**config.mk**
```make
export PLATFORM = sky130hd
export DESIGN_NAME = uart_tx_queue_flat
export DESIGN_NICKNAME = d
export VERILOG_FILES = /design/src/rtl/uart_tx_queue_if.sv /design/src/rtl/uart_tx_queue.sv /design/src/flat_wrapper.sv
export SDC_FILE = /design/constraint.sdc
export NUM_CORES = 1
export LEC_CHECK = 0
export CORE_MARGIN = 5
export CORE_UTILIZATION = 30
export CTS_BUF_LIST = sky130_fd_sc_hd__clkbuf_8
export CTS_CLUSTER_DIAMETER = 120
export DETAILED_ROUTE_END_ITERATION = 16
export GPL_TIMING_DRIVEN = 0
export PLACE_DENSITY = 0.51
export SETUP_SLACK_MARGIN = 0.02
export SLEW_MARGIN = 25
export SYNTH_ARGS = -nofsm -noshare
export SYNTH_HDL_FRONTEND = slang
export SYNTH_SLANG_ARGS = --single-unit
```
**constraint.sdc**
```tcl
create_clock -name clk -period 2.9 [get_ports clk]
set_clock_uncertainty 0.15 [all_clocks]
set_input_delay 0.29 -clock clk [delete_from_list [all_inputs] [get_ports clk]]
set_output_delay 0.29 -clock clk [all_outputs]
set_load 0.03 [all_outputs]
```
**src/rtl/uart_tx_queue_if.sv**
```systemverilog
// Producer-side and transmitter-side signals of the UART transmit queue.
// The master is the environment (producer plus serial transmitter); the slave is the queue.
interface uart_tx_queue_if #(
    parameter int DEPTH = 16
);
    localparam int CNT_W = $clog2(DEPTH) + 1;

    logic             wr_en;
    logic [7:0]       wr_data;
    logic             full;
    logic             empty;
    logic [CNT_W-1:0] count;
    logic             overflow;
    logic             clr_ovf;
    logic             busy;
    logic [7:0]       tx_byte;
    logic             tx_en;
    logic             tx_ready;

    modport master (
        output wr_en, wr_data, clr_ovf, tx_ready,
        input  full, empty, count, overflow, busy, tx_byte, tx_en
    );

    modport slave (
        input  wr_en, wr_data, clr_ovf, tx_ready,
        output full, empty, count, overflow, busy, tx_byte, tx_en
    );
endinterface

```
**src/rtl/uart_tx_queue.sv**
```systemverilog
// Byte FIFO feeding a serial transmitter: the FSM pops one byte per frame and holds
// tx_en until the transmitter signals the stop bit through tx_ready.
module uart_tx_queue #(
    parameter int DEPTH = 16
) (
    input  logic           clk,
    input  logic           rst_n,
    uart_tx_queue_if.slave bus
);
    localparam int DATA_W = 8;
    localparam int PTR_W  = $clog2(DEPTH);
    localparam int CNT_W  = PTR_W + 1;

    typedef enum logic [1:0] {
        IDLE,
        LOAD,
        WAIT_START,
        WAIT_DONE
    } state_t;

    state_t            state_q;
    state_t            state_d;

    logic [DATA_W-1:0] mem [DEPTH];
    logic [PTR_W-1:0]  wr_ptr_q;
    logic [PTR_W-1:0]  rd_ptr_q;
    logic [CNT_W-1:0]  count_q;
    logic              overflow_q;
    logic [DATA_W-1:0] tx_byte_q;
    logic              tx_en_q;
    logic              tx_en_d;

    logic              full;
    logic              empty;
    logic              pop;
    logic              push;
    logic              drop;

    assign full  = (count_q == CNT_W'(DEPTH));
    assign empty = (count_q == '0);

    // A pop frees a slot in the same cycle, so a write into a full FIFO during LOAD still lands.
    assign pop  = (state_q == LOAD);
    assign push = bus.wr_en && (!full || pop);
    assign drop = bus.wr_en && full && !pop;

    // Storage carries no reset; stale entries are never read because count gates the head.
    always_ff @(posedge clk) begin
        if (push) begin
            mem[wr_ptr_q] <= bus.wr_data;
        end
    end

    always_ff @(posedge clk or negedge rst_n) begin
        if (!rst_n) begin
            wr_ptr_q   <= '0;
            rd_ptr_q   <= '0;
            count_q    <= '0;
            overflow_q <= 1'b0;
        end else begin
            if (push) begin
                wr_ptr_q <= wr_ptr_q + 1'b1;
            end
            if (pop) begin
                rd_ptr_q <= rd_ptr_q + 1'b1;
            end
            case ({push, pop})
                2'b10:   count_q <= count_q + 1'b1;
                2'b01:   count_q <= count_q - 1'b1;
                default: count_q <= count_q;
            endcase
            if (drop) begin
                overflow_q <= 1'b1;
            end else if (bus.clr_ovf) begin
                overflow_q <= 1'b0;
            end
        end
    end

    always_ff @(posedge clk or negedge rst_n) begin
        if (!rst_n) begin
            state_q   <= IDLE;
            tx_en_q   <= 1'b0;
            tx_byte_q <= '0;
        end else begin
            state_q <= state_d;
            tx_en_q <= tx_en_d;
            if (pop) begin
                tx_byte_q <= mem[rd_ptr_q];
            end
        end
    end

    // tx_en is cleared on the edge that returns to IDLE, one cycle after tx_ready rises.
    always_comb begin
        state_d = state_q;
        tx_en_d = tx_en_q;
        case (state_q)
            IDLE: begin
                tx_en_d = 1'b0;
                if (!empty) begin
                    state_d = LOAD;
                end
            end
            LOAD: begin
                tx_en_d = 1'b1;
                state_d = WAIT_START;
            end
            WAIT_START: begin
                tx_en_d = 1'b1;
                if (!bus.tx_ready) begin
                    state_d = WAIT_DONE;
                end
            end
            WAIT_DONE: begin
                tx_en_d = 1'b1;
                if (bus.tx_ready) begin
                    tx_en_d = 1'b0;
                    state_d = IDLE;
                end
            end
            default: begin
                tx_en_d = 1'b0;
                state_d = IDLE;
            end
        endcase
    end

    assign bus.full     = full;
    assign bus.empty    = empty;
    assign bus.count    = count_q;
    assign bus.overflow = overflow_q;
    assign bus.busy     = (state_q != IDLE);
    assign bus.tx_byte  = tx_byte_q;
    assign bus.tx_en    = tx_en_q;
endmodule
```
**src/flat_wrapper.sv**
```systemverilog
// flat-port wrapper written by rule: the top's interface ports become plain ports
module uart_tx_queue_flat 
#(
    parameter int DEPTH = 16
)
  (clk, rst_n, bus_wr_en, bus_wr_data, bus_clr_ovf, bus_tx_ready, bus_full, bus_empty, bus_count, bus_overflow, bus_busy, bus_tx_byte, bus_tx_en);
  uart_tx_queue_if #(.DEPTH(DEPTH)) bus_i ();
  input  logic clk;
  input  logic rst_n;
  input wire logic [$bits(bus_i.wr_en)-1:0] bus_wr_en;
  input wire logic [$bits(bus_i.wr_data)-1:0] bus_wr_data;
  input wire logic [$bits(bus_i.clr_ovf)-1:0] bus_clr_ovf;
  input wire logic [$bits(bus_i.tx_ready)-1:0] bus_tx_ready;
  output wire logic [$bits(bus_i.full)-1:0] bus_full;
  output wire logic [$bits(bus_i.empty)-1:0] bus_empty;
  output wire logic [$bits(bus_i.count)-1:0] bus_count;
  output wire logic [$bits(bus_i.overflow)-1:0] bus_overflow;
  output wire logic [$bits(bus_i.busy)-1:0] bus_busy;
  output wire logic [$bits(bus_i.tx_byte)-1:0] bus_tx_byte;
  output wire logic [$bits(bus_i.tx_en)-1:0] bus_tx_en;
  assign bus_i.wr_en = bus_wr_en;
  assign bus_i.wr_data = bus_wr_data;
  assign bus_i.clr_ovf = bus_clr_ovf;
  assign bus_i.tx_ready = bus_tx_ready;
  assign bus_full = bus_i.full;
  assign bus_empty = bus_i.empty;
  assign bus_count = bus_i.count;
  assign bus_overflow = bus_i.overflow;
  assign bus_busy = bus_i.busy;
  assign bus_tx_byte = bus_i.tx_byte;
  assign bus_tx_en = bus_i.tx_en;
  uart_tx_queue #(.DEPTH(DEPTH)) u_core (.clk(clk), .rst_n(rst_n), .bus(bus_i));
endmodule
```
==> impl_metrics.py, run 1 <==
metrics = {
    "global_route": {
        "maximum_number_of_pins_on_one_net_before_global_route_repair": 26,
        "grt_usage": 0.112,
        "grt_pass1_wl_um": 19400,
        "grt_pass1_vias": 3168,
        "antenna_found_initial": 0,
        "grt_overflow": 0,
    },
    "timing": {
        "finalSetupTns_ns": 0,
        "setup_viol": 0,
        "post-route-period-util": 0.926,
        "slew_headroom": 0.457,
        "grt_setup_unrepaired": "no",
        "slew_viol_final": 0,
        "timing_hold_violations_final": 0,
        "worst-slew-pin-transition_ns": 0.814,
        "period_needed_ns": 2.69,
        "fmaxAchievable_ghz": 0.372,
    },
    "logic_synthesis": {
        "synth_cell_types": 39,
        "postSynthAreaPerCell_um2": 19.5,
        "netlist_instances": 314,
        "postSynthRegisterBits": 153,
        "mappedNetlistNets": 337,
        "yosysSeqAreaShare": 0.730,
        "ys.warnings.count": 0,
        "post_synth_instance_area_mm2": 0.00612,
    },
    "floorplanning": {
        "die_h_um": 153,
        "std_cell_core_area_mm2": 0.0202,
        "fp.dieArea_mm2": 0.0234,
        "initial_core_util": 0.303,
        "die_width_um": 153,
        "floorplan.rows": 52,
        "floorplan.io_pins": 31,
    },
    "critical_path": {
        "start_kind": "flop",
        "critical_path.max_stage_delay_ns": 0.59,
        "crit_path_max_fanout": 7,
        "crit_path_end_kind": "output port",
        "crit_path_cell_trace": "or4_4, or2_4, inv_1, dlygate4sd2_1",
        "crit_arrival_ns": 2.25,
        "cp_slowest_cell": "sky130_fd_sc_hd__or4_4",
        "critical_path_class": "reg2out",
        "timing.critical_path.required_ns": 2.46,
    },
    "placement": {
        "io_buffer_count": 30,
        "place_inst": 614,
        "place.detailed.hpwl_um": 8170,
        "gp_congestion": 0.750,
    },
    "clock_network": {
        "numClockSinks": 153,
        "cts-buffers-inserted": 17,
        "clock_pin_slew_of_the_registers_on_the_worst_case_setup_and_hold_paths_ns": 0.08,
        "cts.root.buffer_cell": "sky130_fd_sc_hd__clkbuf_8",
        "cts-htree-levels": 4,
        "clock_tree_from_tritoncts": "done",
        "clock_path_buffers": 2,
        "source_to_sink_clock_delay_at_the_later_pin_of_the_worst_skew_pair_ns": 0.45,
    },
    "routing": {
        "route.antenna.remaining_nets": 0,
        "route.final.wire_length_um": 12700,
        "drc": 0,
        "num_vias": 3009,
        "drt_pre_antenna_iters": 4,
        "initialDrtViolationCount": 134,
        "wire_per_inst_um": 19.6,
        "vias_per_cell": 4.65,
    },
    "final_layout": {
        "fill_cell_instance_count_of_the_final_layout": 1942,
        "nNetsFinal": 387,
        "post_layout_nonfiller_instances": 647,
        "area_growth_pct": 16.4,
        "antennaDiodeCount": 0,
        "layout-drive-gt1-share": 0.207,
    },
    "power_and_ir_drop": {
        "design_power_total_w": 0.00686,
        "p_leak_nw": 2.39,
        "pwr_density_cell_mw_per_mm2": 962,
        "ir_worst_vdd_mv": 0.334,
    },
    "worst_hold_path": {
        "timing.hold.worst.class": "in2async",
    },
    "status": {
        "run_status": "finished, final reports clean",
    },
    "job": {
        "drv.max_cap_violation_count": 0,
    },
}
-- report_power, final --
group          total [W]  internal, W  switching (W)
Clock            0.00150     0.000678       0.000818
Combinational    0.00241      0.00108        0.00133
Sequential       0.00295      0.00275       0.000207
Total            0.00686      0.00451        0.00235
-- logic make-up after synthesis --
logic type	share of synthesized area
AND/OR/NAND/NOR	0.0470
XOR/XNOR	0.0143
flip-flops	0.730
buffers and inverters	0.0157
adder cells (fa/ha/maj)	0.0204
AO/OA/AOI/OAI	0.0358
multiplexers	0.136
-- critical path, delay by kind of cell, from the launching register on --
family | cells | cell delay, ns
AND/OR/NAND/NOR | 2 | 0.87
flip-flops | 1 | 0.45
buffers and inverters | 2 | 0.48
-- final timing paths --
check,cells past startpoint,end,slack (ns),startpoint
worst min register to register,1,u_core.rd_ptr_q[2]$_DFFE_PN0N_,0.35,u_core.rd_ptr_q[2]$_DFFE_PN0N_
worst max register to register,4,u_core.mem[9][0]$_DFFE_PP_,0.42,u_core.bus.count[2]$_DFFE_PN0P_
max in group asynchronous,2,u_core.state_q[0]$_DFFE_PN0P_,1.97,rst_n
min in group clk,3,u_core.bus.overflow$_DFFE_PN0P_,0.30,bus_clr_ovf
worst max-delay path,4,bus_full,0.21,u_core.bus.count[2]$_DFFE_PN0P_
worst min-delay path,2,u_core.bus.count[3]$_DFFE_PN0P_,0.24,rst_n
-- area by class of cell --
type / instances / area (µm²) / share of cell area
Multi-Input combinational cell: 139 / 1550 / 0.218
Tap cell: 270 / 338 / 0.0474
Sequential cell: 153 / 4470 / 0.627
Inverter: 8 / 30.0 / 0.00421
Clock buffer: 17 / 234 / 0.0328
Timing Repair Buffer: 31 / 307 / 0.0430
Clock inverter: 15 / 128 / 0.0179
Buffer: 14 / 66.3 / 0.00931
-- stage by stage --
stage	area [µm²]	setup WS (ns)	util	hold WS, ns
floorplan	6120	0.565	-	-0.156
detailed placement	6750	0.396	0.335	0.180
global placement	6760	0.425	0.335	0.338
finish	7130	0.214	0.353	0.236
CTS	7120	0.0565	0.353	0.223
global route	7130	0.100	0.353	0.264
-- placed cells by master (no fill, tap or decap), types with 2 or more instances in the layout --
master                            netlist  layout
sky130_fd_sc_hd__inv_1                  8      10
sky130_fd_sc_hd__o22ai_1                8       8
sky130_fd_sc_hd__mux2i_1                8       8
sky130_fd_sc_hd__nor3b_1                2       2
sky130_fd_sc_hd__o31ai_1                2       2
sky130_fd_sc_hd__xor2_1                 2       2
sky130_fd_sc_hd__clkinv_2               0       2
sky130_fd_sc_hd__nand2_1                5       5
sky130_fd_sc_hd__dfrtp_1               25      25
sky130_fd_sc_hd__buf_4                  3       3
sky130_fd_sc_hd__edfxtp_1             128     128
sky130_fd_sc_hd__nand2b_1               2       2
sky130_fd_sc_hd__clkbuf_8               0      17
sky130_fd_sc_hd__clkdlybuf4s50_1        0      27
sky130_fd_sc_hd__and2_1                16      16
sky130_fd_sc_hd__clkinvlp_4             0       4
sky130_fd_sc_hd__inv_6                  0       3
sky130_fd_sc_hd__nor2_1                12      12
sky130_fd_sc_hd__nor2b_1                2       2
sky130_fd_sc_hd__mux4_2                32      32
sky130_fd_sc_hd__ha_1                  10      10
sky130_fd_sc_hd__mux2_2                 3       3
sky130_fd_sc_hd__clkbuf_1               6       6
sky130_fd_sc_hd__a221oi_1               9       9
sky130_fd_sc_hd__buf_2                  2       3
sky130_fd_sc_hd__xnor2_1                8       8
sky130_fd_sc_hd__buf_1                  3       3
sky130_fd_sc_hd__nand4_1                2       2
-- per-layer routing --
metal,up-vias,part of all wire,track usage
li1,1352,-,-
met1,1593,0.47,0.157
met3,13,0.032,0.0271
met2,51,0.48,0.173
met5,-,0,0
met4,0,0.014,0.0382
-- cell usage after synthesis --
| cell type | instances | area share |
|---|---|---|
| sky130_fd_sc_hd__dfrtp_1 | 25 | 0.10 |
| sky130_fd_sc_hd__a41oi_1 | 1 | 0.0014 |
| sky130_fd_sc_hd__o32a_1 | 1 | 0.0016 |
| sky130_fd_sc_hd__xnor2_1 | 8 | 0.011 |
| sky130_fd_sc_hd__mux2i_1 | 8 | 0.013 |
| sky130_fd_sc_hd__o31ai_1 | 2 | 0.0025 |
| sky130_fd_sc_hd__clkbuf_1 | 6 | 0.0037 |
| sky130_fd_sc_hd__or2_4 | 1 | 0.0014 |
| sky130_fd_sc_hd__buf_1 | 3 | 0.0018 |
| sky130_fd_sc_hd__a221oi_1 | 9 | 0.013 |
| sky130_fd_sc_hd__nand2b_1 | 2 | 0.0020 |
| sky130_fd_sc_hd__o31a_4 | 1 | 0.0029 |
| sky130_fd_sc_hd__xor2_1 | 2 | 0.0029 |
| sky130_fd_sc_hd__nor2b_1 | 2 | 0.0020 |
| sky130_fd_sc_hd__o21ai_0 | 1 | 0.00082 |
| sky130_fd_sc_hd__nand3_1 | 1 | 0.00082 |
| sky130_fd_sc_hd__nor4_1 | 1 | 0.0010 |
| sky130_fd_sc_hd__mux2_2 | 3 | 0.0055 |
| sky130_fd_sc_hd__nand4_1 | 2 | 0.0020 |
| sky130_fd_sc_hd__o22ai_1 | 8 | 0.0082 |
| sky130_fd_sc_hd__nor2_1 | 12 | 0.0074 |
| sky130_fd_sc_hd__nand2_1 | 5 | 0.0031 |
| sky130_fd_sc_hd__or4_4 | 1 | 0.0018 |
| sky130_fd_sc_hd__a21boi_4 | 1 | 0.0031 |
| sky130_fd_sc_hd__and2_4 | 1 | 0.0014 |
| sky130_fd_sc_hd__a22o_1 | 1 | 0.0014 |
| sky130_fd_sc_hd__ha_1 | 10 | 0.020 |
| sky130_fd_sc_hd__mux4_2 | 32 | 0.12 |
| sky130_fd_sc_hd__or2_2 | 1 | 0.0010 |
| sky130_fd_sc_hd__nor3_1 | 1 | 0.00082 |
| sky130_fd_sc_hd__a31oi_1 | 1 | 0.0010 |
| sky130_fd_sc_hd__edfxtp_1 | 128 | 0.63 |
| sky130_fd_sc_hd__inv_1 | 8 | 0.0049 |
| sky130_fd_sc_hd__and2_1 | 16 | 0.016 |
| sky130_fd_sc_hd__nor3b_1 | 2 | 0.0025 |
| sky130_fd_sc_hd__buf_2 | 2 | 0.0016 |
| sky130_fd_sc_hd__and3_4 | 1 | 0.0018 |
| sky130_fd_sc_hd__or3b_2 | 1 | 0.0014 |
| sky130_fd_sc_hd__buf_4 | 3 | 0.0037 |
-- sequential cells by signal, indices dropped and copies added, names as in the netlist --
signal and flops:
u_core.bus.count 5, u_core.bus.overflow 1, u_core.bus.tx_byte 8, u_core.bus.tx_en 1, u_core.mem 128, u_core.rd_ptr_q 4
u_core.state_q 2, u_core.wr_ptr_q 4
-- repair_timing --
item | 4_1_cts | 5_1_grt
setup buffers | 0 | 0
cloned | 0 | 0
hold buffers | 1 | 0
resized for setup | 1 | 1
hold endpoints to repair | 25 | 0
setup endpoints to repair | 1 | 1
Note: power is estimated with default switching activity, not from simulation.
==> inputs of run 2 (changes only) <==
--- a/config.mk
+++ b/config.mk
@@ -13,7 +13,7 @@
 export GPL_TIMING_DRIVEN = 0
 export PLACE_DENSITY = 0.51
 export SETUP_SLACK_MARGIN = 0.02
-export SLEW_MARGIN = 25
+export SLEW_MARGIN = 5
 export SYNTH_ARGS = -nofsm -noshare
 export SYNTH_HDL_FRONTEND = slang
 export SYNTH_SLANG_ARGS = --single-unit
==> impl_metrics.py, run 2 (same netlist as run 1, synthesis figures left out) <==
metrics = {
    "clock_network": {
        "post_cts_buffers": 0,
        "clock_tree_from_tritoncts": "done",
        "source_to_sink_clock_delay_at_the_later_pin_of_the_worst_skew_pair_ns": 0.45,
        "clock_pin_slew_of_the_registers_on_the_worst_case_setup_and_hold_paths_ns": 0.08,
        "cts-buffers-inserted": 17,
        "cts.root.buffer_cell": "sky130_fd_sc_hd__clkbuf_8",
        "clock_path_buffers": 2,
        "numClockSinks": 153,
        "cts-htree-levels": 4,
    },
    "critical_path": {
        "rr_startpoint": "u_core.bus.count[2]$_DFFE_PN0P_",
        "timing.critical_path.required_ns": 2.46,
        "crit_path_max_fanout": 7,
        "crit_path_end_kind": "output port",
        "crit_arrival_ns": 2.25,
        "worst_setup_path_startpoint": "u_core.bus.count[2]$_DFFE_PN0P_",
        "start_kind": "flop",
        "critical_path_class": "reg2out",
    },
    "final_layout": {
        "area_growth_pct": 17.6,
        "largest_reg_flops": 128,
        "most-common-layout-cells": "sky130_fd_sc_hd__edfxtp_1 (128), sky130_fd_sc_hd__mux4_2 (32), sky130_fd_sc_hd__clkdlybuf4s50_1 (27), sky130_fd_sc_hd__dfrtp_1 (25), sky130_fd_sc_hd__clkbuf_8 (17)",
        "layout_commonest_cell": "sky130_fd_sc_hd__edfxtp_1",
        "largest_register": "u_core.mem",
        "nNetsFinal": 387,
        "fill_cell_instance_count_of_the_final_layout": 1936,
        "layout-drive-gt1-share": 0.210,
        "antennaDiodeCount": 0,
    },
    "routing": {
        "num_vias": 3024,
        "wire_per_inst_um": 19.6,
        "route.antenna.remaining_nets": 0,
        "drt_pre_antenna_iters": 4,
        "route.final.wire_length_um": 12700,
        "drc": 0,
        "initialDrtViolationCount": 148,
        "vias_per_cell": 4.67,
    },
    "timing": {
        "fmaxAchievable_ghz": 0.372,
        "slew_headroom": 0.450,
        "slew_viol_final": 0,
        "grt_setup_unrepaired": "no",
        "post-route-period-util": 0.928,
        "timing_hold_violations_final": 0,
        "period_needed_ns": 2.69,
        "finalHoldWorstSlack_ns": 0.229,
        "worst-slew-pin-transition_ns": 0.825,
        "finalSetupTns_ns": 0,
        "setup_viol": 0,
    },
    "floorplanning": {
        "floorplan.io_pins": 31,
        "die_h_um": 153,
        "initial_core_util": 0.303,
        "std_cell_core_area_mm2": 0.0202,
        "fp.dieArea_mm2": 0.0234,
        "floorplan.rows": 52,
        "die_width_um": 153,
    },
    "placement": {
        "gp_congestion": 0.750,
        "io_buffer_count": 30,
        "place.detailed.hpwl_um": 8170,
    },
    "global_route": {
        "maximum_number_of_pins_on_one_net_before_global_route_repair": 26,
        "grt_usage": 0.112,
        "grt_pass1_vias": 3159,
        "grt_overflow": 0,
        "grt_pass1_wl_um": 19400,
        "antenna_found_initial": 0,
    },
    "status": {
        "run_status": "finished, final reports clean",
    },
    "job": {
        "drv.max_cap_violation_count": 0,
    },
    "power_and_ir_drop": {
        "ir_worst_vdd_mv": 0.337,
        "p_leak_nw": 2.43,
        "pwr_density_cell_mw_per_mm2": 989,
    },
    "worst_hold_path": {
        "timing.hold.worst.class": "in2async",
    },
}
[run 2: changes by cell type in the layout (fill, tap and decap cells not counted)]
cell	change
sky130_fd_sc_hd__bufinv_16	+3
sky130_fd_sc_hd__clkinv_1	-1
sky130_fd_sc_hd__clkinvlp_4	-2
[run 2: critical path, stage by stage (launching register included)]
cell	delay, ns
sky130_fd_sc_hd__dfrtp_1	0.46
sky130_fd_sc_hd__or4_4	0.59
sky130_fd_sc_hd__or2_4	0.28
sky130_fd_sc_hd__inv_1	0.08
sky130_fd_sc_hd__dlygate4sd2_1	0.40
[run 2: metrics by stage]
step	worst slack [ns]	power, W	area [µm²]	utilization	instances
after global routing	0.105	0.00750	7200	0.357	647
final	0.209	0.00712	7200	0.357	647
after floorplan	0.565	0.00463	6120	-	314
after global placement	0.425	0.00544	6760	0.335	614
after detailed placement	0.400	0.00546	6760	0.335	614
after CTS	0.0544	0.00722	7190	0.356	646
[run 2: power breakdown]
part           internal, W  total, W  switching, W
Sequential         0.00275   0.00296      0.000209
Combinational      0.00108   0.00241       0.00133
Clock             0.000942   0.00175      0.000809
Total              0.00477   0.00712       0.00235
[run 2: final cells by class]
type	instances	area (µm²)	share of cell area
Timing Repair Buffer	31	307	0.0426
Clock inverter	15	199	0.0276
Multi-Input combinational cell	139	1550	0.216
Sequential cell	153	4470	0.621
Clock buffer	17	234	0.0325
Buffer	14	66.3	0.00921
Inverter	8	30.0	0.00417
Tap cell	270	338	0.0469
[run 2: per-layer routing]
metal / vias to the layer above / global-route usage / part of all wire
li1: 1351 / - / -
met1: 1601 / 0.155 / 0.47
met2: 53 / 0.173 / 0.48
met3: 19 / 0.0280 / 0.040
met4: 0 / 0.0403 / 0.015
met5: - / 0 / 0
[run 2: final timing paths]
path | to | slack, ns | cells after the start
worst max-delay path | bus_full | 0.21 | 4
worst min-delay path | u_core.bus.overflow$_DFFE_PN0P_ | 0.23 | 2
worst max register to register | u_core.mem[8][4]$_DFFE_PP_ | 0.44 | 4
worst min register to register | u_core.rd_ptr_q[2]$_DFFE_PN0N_ | 0.36 | 1
max in group asynchronous | u_core.wr_ptr_q[0]$_DFFE_PN0P_ | 1.97 | 2
min in group clk | u_core.bus.overflow$_DFFE_PN0P_ | 0.31 | 3
[run 2: timing repair]
item / 4_1_cts / 5_1_grt
endpoints found under the setup margin: 1 / 1
resized for setup: 1 / 1
hold endpoints to repair: 0 / 25
hold buffers: 0 / 1
cloned: 0 / 0
